$ cat src/rtl/apb_gpio_pkg.sv
// Shared register map, CONFIG field layout and interrupt types for the APB GPIO block.
package apb_gpio_pkg;

  localparam logic [7:0] CFG_BASE = 8'h00;
  localparam logic [7:0] IRQ_BASE = 8'h80;
  localparam logic [7:0] IN_BASE  = 8'h90;
  localparam logic [7:0] OUT_BASE = 8'hA0;

  localparam int CFG_OUT_EN       = 0;
  localparam int CFG_IN_EN        = 1;
  localparam int CFG_OE           = 2;
  localparam int CFG_INT_EN       = 3;
  localparam int CFG_INT_TYPE_LSB = 5;

  typedef enum logic [2:0] {
    INT_LEVEL_HIGH = 3'd0,
    INT_LEVEL_LOW  = 3'd1,
    INT_RISE       = 3'd2,
    INT_FALL       = 3'd3,
    INT_BOTH       = 3'd4
  } int_type_e;

  // io_type: 0 input, 1 output, 2 bidirectional; the reserved code 3 behaves as input.
  function automatic logic [7:0] fixed_cfg(input logic [1:0] io_type, input logic [2:0] int_type);
    logic [7:0] c;
    c = '0;
    c[CFG_INT_TYPE_LSB +: 3] = int_type;
    case (io_type)
      2'd1: begin
        c[CFG_OUT_EN] = 1'b1;
        c[CFG_OE]     = 1'b1;
      end
      2'd2: begin
        c[CFG_OUT_EN] = 1'b1;
        c[CFG_IN_EN]  = 1'b1;
        c[CFG_OE]     = 1'b1;
        c[CFG_INT_EN] = (int_type != 3'd7);
      end
      default: begin
        c[CFG_IN_EN]  = 1'b1;
        c[CFG_INT_EN] = (int_type != 3'd7);
      end
    endcase
    return c;
  endfunction

endpackage

$ cat src/rtl/gpio_bit_slice.sv
// One GPIO bit: CONFIG byte, input synchroniser, edge detect, sticky IRQ flop and output gating.
module gpio_bit_slice
  import apb_gpio_pkg::*;
#(
  parameter int         OE_TYPE   = 0,
  parameter bit         FIXED     = 1'b0,
  parameter logic [7:0] FIXED_CFG = 8'h00
) (
  input  logic       clk,
  input  logic       rst,
  input  logic       cfg_we,
  input  logic [7:0] cfg_wd,
  input  logic       out_we,
  input  logic       out_wd,
  input  logic       irq_clr,
  input  logic       pad_in,
  output logic [7:0] cfg,
  output logic       out_q,
  output logic       in_q,
  output logic       irq,
  output logic       irq_next,
  output logic       gpio_out,
  output logic       gpio_oe
);

  logic sync1, sync2, sync2_dly;
  logic cond;

  if (FIXED) begin : g_fixed
    assign cfg = FIXED_CFG;
  end else begin : g_cfg_reg
    // NOTE: sequential state uses <= so every flop samples pre-edge values, whatever the block order.
    always_ff @(posedge clk) begin
      if (rst)         cfg <= '0;
      else if (cfg_we) cfg <= cfg_wd;
    end
  end

  always_ff @(posedge clk) begin
    if (rst) begin
      sync1     <= 1'b0;
      sync2     <= 1'b0;
      sync2_dly <= 1'b0;
      out_q     <= 1'b0;
      irq       <= 1'b0;
    end else begin
      sync1     <= pad_in;
      sync2     <= sync1;
      sync2_dly <= sync2;
      if (out_we) out_q <= out_wd;
      irq       <= irq_next;
    end
  end

  always_comb begin
    cond = 1'b0;
    case (int_type_e'(cfg[CFG_INT_TYPE_LSB +: 3]))
      INT_LEVEL_HIGH: cond = sync2;
      INT_LEVEL_LOW:  cond = ~sync2;
      INT_RISE:       cond = sync2 & ~sync2_dly;
      INT_FALL:       cond = ~sync2 & sync2_dly;
      INT_BOTH:       cond = sync2 ^ sync2_dly;
      default:        cond = 1'b0;
    endcase
  end

  // Set dominates clear, so a held level re-arms the flag immediately after a clear.
  assign irq_next = (cfg[CFG_INT_EN] & cond) | (irq & ~irq_clr);
  assign in_q     = sync2 & cfg[CFG_IN_EN];
  assign gpio_out = out_q & cfg[CFG_OUT_EN];
  assign gpio_oe  = (OE_TYPE == 1) ? cfg[CFG_OUT_EN] : cfg[CFG_OE];

endmodule

$ cat src/rtl/apb_gpio_core.sv
// APB3 GPIO slave: address decode, lane steering and read mux around IO_NUM bit slices.
module apb_gpio_core
  import apb_gpio_pkg::*;
#(
  parameter int          IO_NUM       = 32,
  parameter int          APB_WIDTH    = 32,
  parameter int          OE_TYPE      = 0,
  parameter int          INT_BUS      = 1,
  parameter logic [31:0] FIXED_CONFIG = 32'h0,
  parameter logic [63:0] IO_TYPE      = 64'h0,
  parameter logic [95:0] IO_INT_TYPE  = 96'h0
) (
  input  logic                 PCLK,
  input  logic                 PRESET,
  input  logic                 PSEL,
  input  logic                 PENABLE,
  input  logic                 PWRITE,
  input  logic [7:0]           PADDR,
  input  logic [APB_WIDTH-1:0] PWDATA,
  output logic [APB_WIDTH-1:0] PRDATA,
  output logic                 PREADY,
  output logic                 PSLVERR,
  input  logic [IO_NUM-1:0]    GPIO_IN,
  output logic [IO_NUM-1:0]    GPIO_OUT,
  output logic [IO_NUM-1:0]    GPIO_OE,
  output logic [IO_NUM-1:0]    INT,
  output logic                 INT_OR
);

  localparam int NLANES = 32 / APB_WIDTH;

  logic        wr_en, rd_en, word_ok, lane_ok;
  logic        hit_cfg, hit_irq, hit_in, hit_out;
  logic [31:0] wd_rep, lane_mask, out_we, irq_clr;
  logic [31:0] out32, in32, irq32, irq_next32, gpio_out32, gpio_oe32;
  logic [7:0]  cfg_all [32];
  logic [31:0] sel_word, rd_word;
  logic        int_or_q;

  assign wr_en   = PSEL & PENABLE & PWRITE;
  assign rd_en   = PSEL & ~PWRITE;
  assign word_ok = (PADDR[1:0] == 2'b00);
  assign lane_ok = int'(PADDR[3:2]) < NLANES;
  assign hit_cfg = word_ok && (PADDR[7] == CFG_BASE[7]) && (int'(PADDR[6:2]) < IO_NUM);
  assign hit_irq = word_ok && lane_ok && (PADDR[7:4] == IRQ_BASE[7:4]);
  assign hit_in  = word_ok && lane_ok && (PADDR[7:4] == IN_BASE[7:4]);
  assign hit_out = word_ok && lane_ok && (PADDR[7:4] == OUT_BASE[7:4]);

  // Each 32-bit register is viewed as NLANES bus-wide lanes selected by PADDR[3:2].
  assign wd_rep = {NLANES{PWDATA}};

  // NOTE: every always_comb output gets a default first so no path can infer a latch.
  always_comb begin
    lane_mask = '0;
    for (int b = 0; b < 32; b++) lane_mask[b] = ((b / APB_WIDTH) == int'(PADDR[3:2]));
  end

  assign out_we  = (wr_en && hit_out) ? lane_mask : '0;
  assign irq_clr = (wr_en && hit_irq) ? (lane_mask & wd_rep) : '0;

  for (genvar i = 0; i < 32; i++) begin : g_bit
    if (i < IO_NUM) begin : g_slice
      gpio_bit_slice #(
        .OE_TYPE  (OE_TYPE),
        .FIXED    (FIXED_CONFIG[i]),
        .FIXED_CFG(fixed_cfg(IO_TYPE[2*i +: 2], IO_INT_TYPE[3*i +: 3]))
      ) u_slice (
        .clk     (PCLK),
        .rst     (PRESET),
        .cfg_we  (wr_en && hit_cfg && (PADDR[6:2] == 5'(i))),
        .cfg_wd  (PWDATA[7:0]),
        .out_we  (out_we[i]),
        .out_wd  (wd_rep[i]),
        .irq_clr (irq_clr[i]),
        .pad_in  (GPIO_IN[i]),
        .cfg     (cfg_all[i]),
        .out_q   (out32[i]),
        .in_q    (in32[i]),
        .irq     (irq32[i]),
        .irq_next(irq_next32[i]),
        .gpio_out(gpio_out32[i]),
        .gpio_oe (gpio_oe32[i])
      );
    end else begin : g_pad
      assign cfg_all[i]    = '0;
      assign out32[i]      = 1'b0;
      assign in32[i]       = 1'b0;
      assign irq32[i]      = 1'b0;
      assign irq_next32[i] = 1'b0;
      assign gpio_out32[i] = 1'b0;
      assign gpio_oe32[i]  = 1'b0;
    end
  end

  // Loaded from the next IRQ state so INT_OR changes on the same edge as INT.
  always_ff @(posedge PCLK) begin
    if (PRESET) int_or_q <= 1'b0;
    else        int_or_q <= |irq_next32;
  end

  always_comb begin
    sel_word = '0;
    if (hit_cfg)      sel_word = {24'h0, cfg_all[PADDR[6:2]]};
    else if (hit_irq) sel_word = irq32 >> (int'(PADDR[3:2]) * APB_WIDTH);
    else if (hit_in)  sel_word = in32 >> (int'(PADDR[3:2]) * APB_WIDTH);
    else if (hit_out) sel_word = out32 >> (int'(PADDR[3:2]) * APB_WIDTH);
  end

  assign rd_word  = rd_en ? sel_word : '0;
  assign PRDATA   = rd_word[APB_WIDTH-1:0];
  assign PREADY   = 1'b1;
  assign PSLVERR  = 1'b0;
  assign GPIO_OUT = gpio_out32[IO_NUM-1:0];
  assign GPIO_OE  = gpio_oe32[IO_NUM-1:0];
  assign INT      = (INT_BUS != 0) ? irq32[IO_NUM-1:0] : '0;
  assign INT_OR   = int_or_q;

endmodule

$ cat config.mk
export PLATFORM = sky130hd
export DESIGN_NAME = apb_gpio_core
export DESIGN_NICKNAME = d
export VERILOG_FILES = /design/src/rtl/apb_gpio_pkg.sv /design/src/rtl/gpio_bit_slice.sv /design/src/rtl/apb_gpio_core.sv
export SDC_FILE = /design/constraint.sdc
export NUM_CORES = 1
export LEC_CHECK = 0
export ABC_AREA = 1
export CORE_AREA = 4 4 362 186
export DETAILED_ROUTE_END_ITERATION = 16
export DIE_AREA = 0 0 366 190
export PLACE_DENSITY = 0.5
export SLEW_MARGIN = 20
export SYNTH_ARGS = -nofsm -noshare
export SYNTH_HDL_FRONTEND = slang
export SYNTH_HIERARCHICAL = 1
export SYNTH_SLANG_ARGS = --single-unit
export TNS_END_PERCENT = 100
$ cat constraint.sdc
create_clock -name PCLK -period 15.7 [get_ports PCLK]
set_clock_uncertainty 0.1 [all_clocks]
set_input_delay 3.14 -clock PCLK [delete_from_list [all_inputs] [get_ports PCLK]]
set_output_delay 3.14 -clock PCLK [all_outputs]
set_load 0.02 [all_outputs]
== After elaboration in Yosys (flattened, before gate mapping) ==
Cells that the tools add are included.
Widths: inputs -> output; s select.

* Register bits after elaboration: 417
* Input bits: 77
* Logic and storage cells: 837

* Order comparisons: 2
* Equality and inequality tests: 162
* Shifts and indexed selects: 3
* Muxes and demuxes: 42
* Bitwise operators: 359
* Reductions and logical operators: 76

{| class="wikitable"
|+ Operators with widths
! cell !! number
|-
| $mux 32 || 7
|-
| $and 1x1->1 || 195
|-
| $eq 3x2->1 const B || 64
|-
| $pmux 1 s5 || 32
|-
| $not 1->1 || 98
|-
| $eq 3x1->1 const B || 32
|-
| $eq 3x3->1 const B || 32
|-
| $logic_not 3->1 || 32
|-
| $shr 32x7->32 || 3
|-
| $eq 5x5->1 const B || 16
|-
| $bmux 8 s5 || 1
|-
| $eq 5x4->1 const B || 8
|-
| $logic_and 1x1->1 || 40
|-
| $and 32x32->32 || 1
|-
| $or 1x1->1 || 32
|-
| $reduce_or 32->1 || 1
|-
| $xor 1x1->1 || 32
|-
| $eq 5x3->1 const B || 4
|-
| $mux 8 || 2
|-
| $eq 4x4->1 const B || 3
|-
| $eq 5x2->1 const B || 2
|-
| $ge 6x6->1 const B || 1
|-
| $not 5->6 || 1
|-
| $eq 5x1->1 const B || 1
|-
| other kinds (3) || 4
|}

== Longest topological paths before layout ==
* Depth in word-level cells: 9
* Gate-level depth with buffers: 14
* Depth with buffers taken out: 14

== Cells and area by module ==
Netlist, hierarchy kept.

{| class="wikitable"
|+ By module, submodules not included
! module !! instances !! cells each !! area an instance (um2) !! sequential area each (um2)
|-
| gpio_bit_slice || 32 || 72 || 549.3 || 260.2
|-
| apb_gpio_core || 1 || 1081 || 4685.7 || 20.0
|}

== Least setup slack after synthesis ==
No wires, ideal clock.

* Kind: input to register
* From: input port PADDR[2]
* To: register g_bit[0].g_slice.u_slice.out_q
* Setup time: 0.118 ns
* Arrival time: 7.456 ns
* Data required time: 15.482 ns
* Slack: 8.026 ns
* Cell stages on the path: 9
* Path buffers: 2
* Cell sequence: buf_4 > inv_4 > nand2_4 > nor2_2 > buf_2 > inv_1 > nor3_1 > mux2i_1 > nor2_1

* Longest elaborated chain between the ends: 5

{| class="wikitable"
|+ Ends and longest elaborated chain
! item !! line !! text
|-
| from (decl) || apb_gpio_core.sv:18 || <nowiki>input logic [7:0] PADDR,</nowiki>
|-
| $lt 2x1->1 || apb_gpio_core.sv:43 || <nowiki>assign lane_ok = int'(PADDR[3:2]) < NLANES;</nowiki>
|-
| $logic_and 1x1->1 (2 in series) || apb_gpio_core.sv:47 || <nowiki>assign hit_out = word_ok && lane_ok && (PADDR[7:4] == OUT_BASE[7:4]);</nowiki>
|-
| $logic_and 1x1->1 || apb_gpio_core.sv:58 || <nowiki>assign out_we = (wr_en && hit_out) ? lane_mask : '0;</nowiki>
|-
| $mux 32 * || apb_gpio_core.sv:58 ||
|-
| net out_we[0] || apb_gpio_core.sv:34 || <nowiki>logic [31:0] wd_rep, lane_mask, out_we, irq_clr;</nowiki>
|-
| to (signal assigned) || gpio_bit_slice.sv:50 || <nowiki>if (out_we) out_q <= out_wd;</nowiki>
|-
| to (decl) || gpio_bit_slice.sv:18 || <nowiki>output logic out_q,</nowiki>
|}

The timed path passes the listed nets; every way through them passes the cells marked *.
A chain may end at the register's enable or synchronous reset.

== Worst setup path in the final report ==
* From: input port PADDR[3]
* To: output port PRDATA[2]

* Longest elaborated chain between the ends: 8

{| class="wikitable"
|+ Ends and longest elaborated chain
! item !! line !! text
|-
| branches (longest 6 deep; another with $shr 32x7->32) || -- ||
|-
| $mux 32 * || apb_gpio_core.sv:103 || <nowiki>if (hit_cfg) sel_word = {24'h0, cfg_all[PADDR[6:2]]};</nowiki>
|-
| $mux 32 * || apb_gpio_core.sv:109 || <nowiki>assign rd_word = rd_en ? sel_word : '0;</nowiki>
|-
| to (decl) || apb_gpio_core.sv:20 || <nowiki>output logic [APB_WIDTH-1:0] PRDATA,</nowiki>
|}

Mark *: on every way between the ends. The select of a mux whose other input is x is not followed.

==> flow_summary.toml <==
[critical_path]
worstSetupStartpoint = "PADDR[3]"
r2r_cells = 14
regToRegStartpoint = "g_bit[8].g_slice.u_slice/sync2"
endpoint_kind = "output port"
path_class = "in -> out"
cpMaxStageDelayCell = "nand2_2"
path_common_cell = "nor2_1"
r2r-end = "INT_OR"
critical-path-max-stage-delay_ns = 0.88
cp_cell_sequence = "clkdlybuf4s50_1 -> buf_4 -> inv_2 -> nand2_2 -> o22ai_1 -> o21ai_0 -> nand2_1 -> nor2_1 -> nor2_1 -> nor2_1 -> clkdlybuf4s50_1"
r2r_slack_ns = 12.83
cp-start-kind = "input port"
worst-endpoint-arrival_ns = 6.77
crit_path_end = "PRDATA[2]"
cp_max_fo = 46
critPathRequiredTime_ns = 12.46

[timing]
hold_viol_final = 0
slew_headroom_pct = 28.9
drv_slew = 0
setup_tns_ns = 0
post-route-min-period_ns = 10.01
rsz0062_at_grt = "no"
finalSetupViolations = 0
worstMarginPinSlew_ns = 1.06
fmax_ghz = 0.0999
fin_crit_sh_pct = 63.8

[yosys]
netlist_area_um2 = 22300
synth_area_per_cell_um2 = 6.58
yosys_warnings = 6
ys_types = 32
synthCells = 3385
synthesis.nets = 3526
ys_ff_latch = 417
synth-seq-area-share_pct = 37.5

[drt]
num_vias = 21100
drt_iter0_markers = 2258
drt_first_pass_iters = 5
drt-vias-per-instance = 4.81
drt_wl_total_um = 85700
post_drt_wl_per_cell_um = 19.5
drtAntennaViolNets = 0
drc = 0

[global_routing]
grt_pass1_vias = 19300
grt_pass1_wl_um = 128000
antenna_found_initial = 2
grt-ovfl-total = 0
grt_use_total_pct = 24.0
grt_max_degree = 136

[clock_tree]
postCtsSetupBuffers = 0
cts_hold_buf = 0
clk_latency_ns = 0.58
cts_resized = 0
clockBufferDepth = 3
cts.sinks = 417
htree_levels = 2
cts-root-buf = "clkbuf_16"
cts_tree = "done"
clk_transition_reported_paths_ns = 0.06
numCtsBuffers = 42

[placed_design]
io_buffers = 205
dp_hpwl_um = 61300
gp_congestion = 0.921

[finish]
syn_to_final_growth_pct = 16.8
layout-drive-gt1-share_pct = 7.72
diodes = 0
final_util_pct = 40.5
fin_nets = 3648

[floorplanning]
design.die.area_um2 = 69500
die_y_um = 190
start_util_pct = 34.7
fp-row-count = 66
die_w_um = 366
coreArea_um2 = 64200
io_pins = 208

[run]
drv_cap = 0

[status]
status = "complete, no violations"

[power_and_ir_drop]
power_uw = 2400
p_leak_uw = 0.0112
p_per_area_nw_per_um2 = 92.3
ir_worst_vdd_mv = 0.0757

[hold_path]
hold_path.startpoint = "g_bit[13].g_slice.u_slice/sync1"
holdCritPathClass = "reg -> reg"
logic make-up (layout without fill, tap and decap cells):
group	Yosys count	after routing	synth area share, %
compound gates	343	343	10.2
fa+ha+maj	64	64	3.60
buf+inv	703	854	14.1
flops	417	417	37.5
mux	32	32	1.44
other cells	2	2	0.0337
simple gates	1824	1824	33.1
how the worst min path moves through the flow:
stage / to / slack (ns) / depth (start not counted)
2_1_floorplan: g_bit[0].g_slice.u_slice/sync2 / 0.29 / 2
3_3_place_gp: g_bit[15].g_slice.u_slice/sync2 / 0.29 / 2
3_5_place_dp: g_bit[19].g_slice.u_slice/sync2 / 0.29 / 2
4_1_cts: g_bit[13].g_slice.u_slice/sync2 / 0.30 / 2
5_1_grt: g_bit[12].g_slice.u_slice/sync2 / 0.32 / 2
6_report: g_bit[13].g_slice.u_slice/sync2 / 0.30 / 2
power breakdown:
group	switching [µW]	internal, µW
Clock	465	658
Combinational	144	56.6
Sequential	7.91	1070
Total	618	1780
critical path, delay by kind of cell:
family,cells,cell delay [ns]
AO/OA/AOI/OAI,2,0.51
AND/OR/NAND/NOR,5,1.28
buffers and inverters,4,1.81
layout make-up:
type,instances,area [µm²]
multi-input combinational,2265,10800
sequential,417,8350
inverter,546,2050
fill,6889,38200
clock buffer,56,1210
tap,850,1060
clock inverter,17,270
timing repair buffer,235,2280
registers in the layout (all words and copies together), names as in the netlist:
name,flops
g_bit.g_slice.u_slice/cfg,256
g_bit.g_slice.u_slice/irq,32
g_bit.g_slice.u_slice/out_q,32
g_bit.g_slice.u_slice/sync1,32
g_bit.g_slice.u_slice/sync2,32
g_bit.g_slice.u_slice/sync2_dly,32
INT_OR,1
placed cells by master, fill, tap and decap left out, types with 2 or more instances in the layout:
| master | count |
|---|---|
| inv_1 | 508 |
| nor2_2 | 4 |
| a211oi_1 | 96 |
| nor2_1 | 532 |
| o22ai_1 | 4 |
| bufinv_16 | 7 |
| o21ai_0 | 11 |
| dfxtp_1 | 417 |
| ha_1 | 64 |
| inv_2 | 37 |
| nor2_4 | 5 |
| clkinv_2 | 7 |
| clkbuf_16 | 43 |
| clkdlybuf4s50_1 | 203 |
| a21oi_1 | 167 |
| nor4_1 | 8 |
| nand2_4 | 2 |
| clkbuf_8 | 9 |
| o211ai_2 | 20 |
| o21bai_1 | 8 |
| nand2_1 | 996 |
| clkbuf_1 | 4 |
| buf_4 | 30 |
| nand3_1 | 175 |
| nor3_1 | 26 |
| a21oi_2 | 32 |
| nand4_1 | 4 |
| o211ai_1 | 4 |
| nand2_2 | 69 |
| conb_1 | 2 |
| mux2i_1 | 32 |
cells in the mapped netlist (all sizes together):
master,number,share of area [%]
and2,1,0.028
ha,64,3.6
nand2,1067,19
inv,546,9.2
conb,2,0.034
mux2i,32,1.4
a21oi,199,5.0
nor3,27,0.61
nor2,541,9.3
dfxtp,417,37
buf,144,4.7
clkbuf,13,0.22
nand3,176,4.0
o211ai,24,1.3
o22ai,4,0.11
o21ai,12,0.27
a211oi,96,3.2
nand4,4,0.11
nor4,8,0.22
o21bai,8,0.27
routing by layer:
layer  vias to the layer above  wire length (µm)  track usage, %
li1                      10600                 -               -
met1                      9708             44700            38.7
met2                       738             32700            32.9
met3                        77              7060            4.23
met4                         2              1190            3.96
met5                         -                13               0
metrics by stage:
stage | hold WS, ns | cell area [µm²] | std cells | setup slack [ns]
CTS | 0.302 | 26000 | 4386 | 5.74
detailed placement | 0.293 | 24500 | 4313 | 5.74
finish | 0.301 | 26000 | 4386 | 5.69
global route | 0.323 | 26000 | 4386 | 5.48
global placement | 0.294 | 24500 | 4313 | 5.76
floorplan | 0.288 | 22300 | 3385 | 8.03
No activity file was read; power rests on OpenSTA's default activity.
